### config.mk
export PLATFORM = sky130hd
export DESIGN_NAME = alu_req_arbiter
export DESIGN_NICKNAME = d
export VERILOG_FILES = /design/src/rtl/alu_req_arbiter.sv
export SDC_FILE = /design/constraint.sdc
export NUM_CORES = 1
export LEC_CHECK = 0
export CORE_MARGIN = 2
export CORE_UTILIZATION = 40
export CTS_CLUSTER_DIAMETER = 200
export DETAILED_ROUTE_END_ITERATION = 7
export GPL_ROUTABILITY_DRIVEN = 0
export GPL_TIMING_DRIVEN = 0
export PLACE_DENSITY = 0.9
export SETUP_SLACK_MARGIN = 0.5
export SLEW_MARGIN = 0
export SYNTH_ARGS = -nofsm -noshare
export SYNTH_HDL_FRONTEND = slang
export SYNTH_SLANG_ARGS = --single-unit
### constraint.sdc
create_clock -name clk -period 4.3 [get_ports clk]
set_input_delay 1.075 -clock clk [delete_from_list [all_inputs] [get_ports clk]]
set_output_delay 1.075 -clock clk [all_outputs]
set_load 0.05 [all_outputs]
### src/rtl/alu_req_arbiter.sv
// Round-robin arbiter sharing one ALU between two requesters, one op in flight.
// Latency: accept -> rsp_valid after ALU_LAT+2 cycles; readies low outside IDLE, DONE holds until rsp_ready.
// Backpressure: rsp_ready low freezes the result in DONE and blocks new accepts.
module alu_req_arbiter #(
    parameter int OPW     = 9,
    parameter int SELW    = 4,
    parameter int RESW    = 32,
    parameter int ALU_LAT = 0
) (
    input  logic            clk,
    input  logic            rst_n,
    input  logic            req0_valid,
    output logic            req0_ready,
    input  logic [OPW-1:0]  req0_a,
    input  logic [OPW-1:0]  req0_b,
    input  logic [SELW-1:0] req0_sel,
    input  logic            req1_valid,
    output logic            req1_ready,
    input  logic [OPW-1:0]  req1_a,
    input  logic [OPW-1:0]  req1_b,
    input  logic [SELW-1:0] req1_sel,
    output logic [OPW-1:0]  alu_a,
    output logic [OPW-1:0]  alu_b,
    output logic [SELW-1:0] alu_sel,
    input  logic [RESW-1:0] alu_z,
    output logic            rsp_valid,
    input  logic            rsp_ready,
    output logic [RESW-1:0] rsp_z,
    output logic            rsp_id,
    output logic            busy
);

    typedef enum logic [1:0] {
        IDLE = 2'd0,
        EXEC = 2'd1,
        DONE = 2'd2
    } state_t;

    localparam logic [3:0] LAT = 4'(ALU_LAT);

    state_t     state;
    state_t     state_nxt;
    logic [3:0] cnt;
    logic       last_grant;
    logic       grant;
    logic       accept;
    logic       lat_hit;
    logic       rsp_fire;

    // Fair pick when both ask: whoever did not win last time.
    always_comb begin
        grant = 1'b0;
        if (req0_valid && req1_valid) begin
            grant = ~last_grant;
        end else if (req1_valid) begin
            grant = 1'b1;
        end
    end

    // Gated by rst_n so nothing looks accepted while the block is held in reset.
    assign req0_ready = rst_n & (state == IDLE) & req0_valid & ~grant;
    assign req1_ready = rst_n & (state == IDLE) & req1_valid & grant;
    assign accept     = req0_ready | req1_ready;
    assign lat_hit    = (cnt == LAT);
    assign rsp_fire   = rsp_valid & rsp_ready;
    assign busy       = (state == EXEC) || (state == DONE);

    always_comb begin
        state_nxt = state;
        case (state)
            IDLE: if (accept)   state_nxt = EXEC;
            EXEC: if (lat_hit)  state_nxt = DONE;
            DONE: if (rsp_fire) state_nxt = IDLE;
            default:            state_nxt = IDLE;
        endcase
    end

    always_ff @(posedge clk or negedge rst_n) begin
        if (!rst_n) begin
            state <= IDLE;
        end else begin
            state <= state_nxt;
        end
    end

    always_ff @(posedge clk or negedge rst_n) begin
        if (!rst_n) begin
            cnt        <= 4'd0;
            last_grant <= 1'b1;
            alu_a      <= '0;
            alu_b      <= '0;
            alu_sel    <= '0;
            rsp_z      <= '0;
            rsp_id     <= 1'b0;
            rsp_valid  <= 1'b0;
        end else begin
            if (accept) begin
                alu_a      <= grant ? req1_a   : req0_a;
                alu_b      <= grant ? req1_b   : req0_b;
                alu_sel    <= grant ? req1_sel : req0_sel;
                rsp_id     <= grant;
                last_grant <= grant;
                cnt        <= 4'd0;
            end
            if (state == EXEC) begin
                cnt <= cnt + 4'd1;
                // alu_z has had ALU_LAT extra cycles to settle on the registered operands.
                if (lat_hit) begin
                    rsp_z     <= alu_z;
                    rsp_valid <= 1'b1;
                end
            end
            if ((state == DONE) && rsp_fire) begin
                rsp_valid <= 1'b0;
            end
        end
    end

endmodule

==> results of run 1 <==
## metal layers
layer / vias up / wire length (um) / GRT usage (%)
met5: - / 0 / 0
li1: 1054 / - / -
met1: 1072 / 2807 / 21.07
met3: 7 / 443 / 4.478
met2: 77 / 3670 / 32.88
met4: 0 / 76 / 5.234
## worst register-to-register path: cells and delay by family (launching register included)
family                     cells  cell delay (ns)
AOI/OAI and AO/OA              3             0.57
DFF                            1             0.38
buffers and inverters          2             0.33
adders and majority gates      1             0.31
## synthesized netlist by cell type, drive strengths merged, types with 2 or more instances
cell | number | area share (%)
a211o | 2 | 0.61
a211oi | 2 | 0.52
a21boi | 2 | 0.92
a21oi | 2 | 0.35
buf | 7 | 2.8
clkbuf | 5 | 0.66
dfrtp | 62 | 54
ha | 5 | 2.2
inv | 6 | 0.79
mux2 | 32 | 16
mux2i | 23 | 8.0
nand2 | 28 | 3.7
nand3 | 4 | 0.70
nor2 | 2 | 0.26
o21ai | 26 | 4.5
## through the flow
step                instance area, um2  setup WS, ns  utilization (%)  TNS [ns]
floorplan                         2863         1.179                -         0
global placement                  4374        -1.844            63.68    -20.23
detailed placement                4372        0.2133            63.64         0
CTS                               4563        0.4914            66.43         0
global route                      4559        0.5160            66.38         0
finish                            4559        0.5783            66.38         0
## final timing paths
| kind | from | to | slack (ns) |
|---|---|---|---|
| worst min register to register | alu_b[6] | alu_b[6] | 0.48 |
| worst max-delay path | req1_valid | req0_ready | 0.58 |
| min in group asynchronous | rst_n | rsp_z[20] | 0.72 |
| max in group asynchronous | rst_n | rsp_z[22] | 3.15 |
| worst max register to register | state[1] | state[1] | 2.60 |
| worst min-delay path | alu_b[6] | alu_b[6] | 0.48 |
## logic make-up (layout without fill, tap and decap cells)
| family | after synthesis | count (layout) | synth area share, % |
|---|---|---|---|
| multiplexers | 55 | 55 | 24.43 |
| AND/OR/NAND/NOR | 37 | 37 | 5.682 |
| flip-flops | 63 | 63 | 55.11 |
| adder cells (fa/ha/maj) | 5 | 5 | 2.185 |
| AO/OA/AOI/OAI | 38 | 38 | 8.086 |
| buffers and inverters | 18 | 173 | 4.196 |
| XOR/XNOR | 1 | 1 | 0.3060 |
## power breakdown
part | total, uW | switching (uW) | internal (uW)
clock network | 495 | 213 | 281
registers | 1050 | 168 | 887
logic | 2370 | 1420 | 944
## flip-flops by register name (all words and copies together) (netlist names)
name        cells
alu_sel         4
rsp_z          32
last_grant      1
alu_a           9
alu_b           9
state           2
rsp_id          1
cnt             4
rsp_valid       1
## layout make-up
cell class	count	share of cell area, %
buffer	12	2.141
clock inverter	4	0.9879
multi-input combinational	136	25.55
clock buffer	12	3.183
tap	96	2.634
timing repair buffer	139	30.41
sequential	63	34.60
inverter	6	0.4940
==> reports/qor.yml, run 1 <==
outcome: "finished, final reports clean"
ys_types: 27
cts_root_buf: "clkbuf_8"
seqCellArea_um2: 1578
cts.clk_slew.worst_paths_ns: 0.07
hold_ws_ns: 0.4842
rows: 30
track_usage_pct: 18.07
grt_max_degree: 68
required_ns: 3.22
grt_pass1_vias: 2359
numPortBuffers: 139
drcViolationCount: 0
skew_ns: 0.008391
clockBufferDepth: 2
async_reset_ff_share_pct: 100.0
syn_avg_cell_area_um2: 13.19
grt_first_pass_wirelength_um: 10940
dp.cells: 452
drive_gt1_share_pct: 15.86
ios: 140
wirelength_um: 6997
cap_violations: 0
worstPathMaxFanout: 10
p_total_uw: 3917
final-max-slew-violation-count: 0
viasPerCell: 4.722
synth_seq_cells: 63
slew_headroom_pct: 61.16
n_antenna_cell: 0
vdd_ir_drop_max_mv: 0.3712
dieWidth_um: 88.60
postCtsHoldBufs: 0
critPathSlowestCell: "clkdlybuf4s50_1"
numCtsBuffers: 9
cts_sinks: 63
min_period_ns: 3.722
ant_nets: 0
worstMarginPinSlew_ns: 0.5826
num_vias: 2210
critPathTopFamily: "buffers and inverters"
htree_levels: 3
netlist_instances: 217
syn_to_final_growth_pct: 59.27
cp_num_cells: 5
clock.fmax_mhz: 268.7
initial_utilization_pct: 41.68
synth-edff-count: 0
cts_resized: 3
antenna_found_initial: 0
tritoncts: "built"
cp.arrival_ns: 2.65
syn_nets: 303
r2r_cells: 6
cpPeakStageDelay_ns: 0.51
rsz0062_at_grt: "false"
first_pass_iters: 5
detailed_place_hpwl_um: 5286
pwr_density_cell_nw_per_um2: 859.1
power.leakage_uw: 0.002011
yosysWarnings: 0
clk_latency_ns: 0.32
path_class: "in2out"
wl_per_cell_um: 14.95
finalCritPeriodShare_pct: 86.55
hold_viol_final: 0
crit_buf_inv: 3
core-area_um2: 6869
holdCritPathClass: "reg2reg"
grt-ovfl-total: 0
setup_viol: 0
drtIter0Drc: 31
fin_cells: 468
worstPathCellList: "clkdlybuf4s50_1, a21boi_4, buf_6, nor2_1, dlygate4sd2_1"
dieArea_um2: 7850
fp.dieH_um: 88.60
cp-end-kind: "output pin"
mostFrequentLayoutCell: "clkdlybuf4s50_1"
whs_path_depth: 2
synth_area_um2: 2863
multi_input_area_um2: 1165
worstSetupStartpointType: "primary input"
cts_setup_buffers: 0
final_cell_mix: "clkdlybuf4s50_1 (136), dfrtp_1 (62), mux2_4 (29), nand2_1 (28), mux2i_1 (23)"
nFillCells: 513
nets: 453
yosysSeqAreaShare_pct: 55.11
synth_ff_type: "dfrtp_1"
Power figures use the tool's default switching activity.
==> inputs of run 2 (changes only) <==
Settings changed: CORE_MARGIN 2 to 3, CTS_BUF_LIST from default to sky130_fd_sc_hd__clkbuf_4 sky130_fd_sc_hd__clkbuf_8.
==> run 2 against run 1 <==
Flip-flop and latch count did not move; clock skew shrank 0.0042 ns; die area rose by 4.6%; final cell count stayed put.
==> reports/qor.yml, run 2 (synthesis gave the netlist of run 1 again) <==
p_total_uw: 3961  # +1.1%
clockBufferDepth: 2  # unchanged
antenna_found_initial: 0  # unchanged
drtIter0Drc: 33  # +6.5%
hold_ws_ns: 0.4790  # -0.005252 ns
placed_area_um2: 4372  # unchanged
rrSetupSlack_ns: 2.58  # -0.02 ns
n_antenna_cell: 0  # unchanged
final_cell_mix: "clkdlybuf4s50_1 (136), dfrtp_1 (62), mux2_4 (29), nand2_1 (28), mux2i_1 (23)"
setup_viol: 0  # unchanged
largest_registers: "rsp_z x32, alu_a x9, alu_b x9"
detailed_place_hpwl_um: 5658  # +7.0%
grt_pass1_vias: 2436  # +3.3%
cts_root_buf: "clkbuf_8"
cp.arrival_ns: 2.63  # -0.02 ns
clock.fmax_mhz: 270.2  # +0.54%
grt_max_degree: 68  # unchanged
ios: 140  # unchanged
dp.cells: 452  # unchanged
initial_utilization_pct: 41.68  # unchanged
place_ws_ns: 0.2431  # +0.02989 ns
power.leakage_uw: 0.002024  # +0.63%
num_vias: 2219  # +0.41%
drive_gt1_share_pct: 16.40  # +0.54 points
pwr-share-comb_pct: 60.1  # -0.4 points
holdCritPathClass: "reg2reg"
cp-end-kind: "output pin"
top_register: "rsp_z"
core-area_um2: 6869  # unchanged
rows: 30  # unchanged
numCtsBuffers: 9  # unchanged
wl_per_cell_um: 15.54  # +3.9%
dieArea_um2: 8208  # +4.6%
intPower_uw: 2152  # +1.9%
rsz0062_at_grt: "false"
fin_area_um2: 4582  # +0.49%
required_ns: 3.22  # about the same
fp.dieH_um: 90.60  # +2.3%
htree_levels: 3  # unchanged
switching_power_uw: 1809  # +0.23%
cap_violations: 0  # unchanged
min_period_ns: 3.702  # -0.02017 ns
worstSetupStartpointType: "primary input"
numPortBuffers: 139  # unchanged
clock_power_share_pct: 13.3  # +0.7 points
wirelength_um: 7273  # +3.9%
cts_sinks: 63  # unchanged
path_class: "in2out"
outcome: "finished, final reports clean"
pwr_density_cell_nw_per_um2: 864.6  # +0.63%
postCtsHoldBufs: 0  # unchanged
worstPathMaxFanout: 10  # unchanged
nFillCells: 515  # +0.39%
nets: 453  # unchanged
slew_headroom_pct: 60.83  # -0.33 points
dieWidth_um: 90.60  # +2.3%
grt_first_pass_wirelength_um: 12040  # +10%
fin_cells: 468  # unchanged
worstMarginPinSlew_ns: 0.5876  # +0.005015 ns
hold_viol_final: 0  # unchanged
clk_latency_ns: 0.32  # about the same
track_usage_pct: 18.30  # +0.23 points
largest_reg_flops: 32  # unchanged
sw_frac_of_total_pct: 45.67  # -0.41 points
viasPerCell: 4.741  # +0.41%
tritoncts: "built"
finalCritPeriodShare_pct: 86.08  # -0.47 points
mostFrequentLayoutCell: "clkdlybuf4s50_1"
cts.clk_slew.worst_paths_ns: 0.06  # about the same
drcViolationCount: 0  # unchanged
ant_nets: 0  # unchanged
grt-ovfl-total: 0  # unchanged
worst_slack_ns: 0.5985  # +0.02016 ns
seq_power_share_pct: 26.6  # -0.3 points
syn_to_final_growth_pct: 60.05
skew_ns: 0.004235  # -0.004155 ns
final-max-slew-violation-count: 0  # unchanged
first_pass_iters: 4  # -1
vdd_ir_drop_max_mv: 0.3828  # +3.1%
==> run 2: repair_timing <==
action,in CTS,in global routing
setup buffers,0,0
resized for setup,3,2
setup endpoints to repair,2,1
==> run 2: power groups by stage <==
stage	logic [uW]	registers, uW	clock network (uW)
2_1_floorplan	699	1970	0
3_3_place_gp	2360	1040	0
3_5_place_dp	2390	1070	0
4_1_cts	2400	1060	540
5_1_grt	2490	1100	564
6_report	2380	1060	527
==> run 2: final timing paths <==
kind | start | end | depth (start not counted)
setup / recovery | req1_valid | req0_ready | 5
hold reg to reg | alu_sel[3] | alu_sel[3] | 2
min in group asynchronous | rst_n | rsp_z[24] | 1
hold / removal | alu_sel[3] | alu_sel[3] | 2
max in group asynchronous | rst_n | rsp_z[10] | 1
setup reg to reg | state[1] | state[0] | 6
==> run 2: stage by stage <==
step | utilization, % | setup TNS (ns)
after floorplan | - | 0
after global placement | 63.68 | -20.63
after detailed placement | 63.64 | 0
after CTS | 66.76 | 0
after global routing | 66.70 | 0
final | 66.70 | 0
==> run 2: metal layers <==
layer | track usage, % | routed length [um]
met2 | 33.23 | 3790
met4 | 5.612 | 93
met5 | 0 | 0
met3 | 5.583 | 484
met1 | 20.39 | 2906
==> run 2: layout make-up <==
class	instances	area (um2)	share of cell area, %
Inverter	6	22.52	0.4915
Buffer	12	97.59	2.130
Clock inverter	3	40.04	0.8738
Timing Repair Buffer	139	1386	30.26
Clock buffer	13	172.7	3.768
Tap cell	96	120.1	2.622
Multi-Input combinational cell	136	1165	25.42
Sequential cell	63	1578	34.43
==> run 2: critical path, cell delays in order <==
cell and delay, ns:
clkdlybuf4s50_1 0.51, a21boi_4 0.32, buf_6 0.22, nor2_1 0.06, dlygate4sd2_1 0.43
==> inputs of run 3 (changes only) <==
Settings changed: CAP_MARGIN from default to 20.
==> results of run 3 <==
The final DEF is identical to that of run 2; final timing and power are the same.
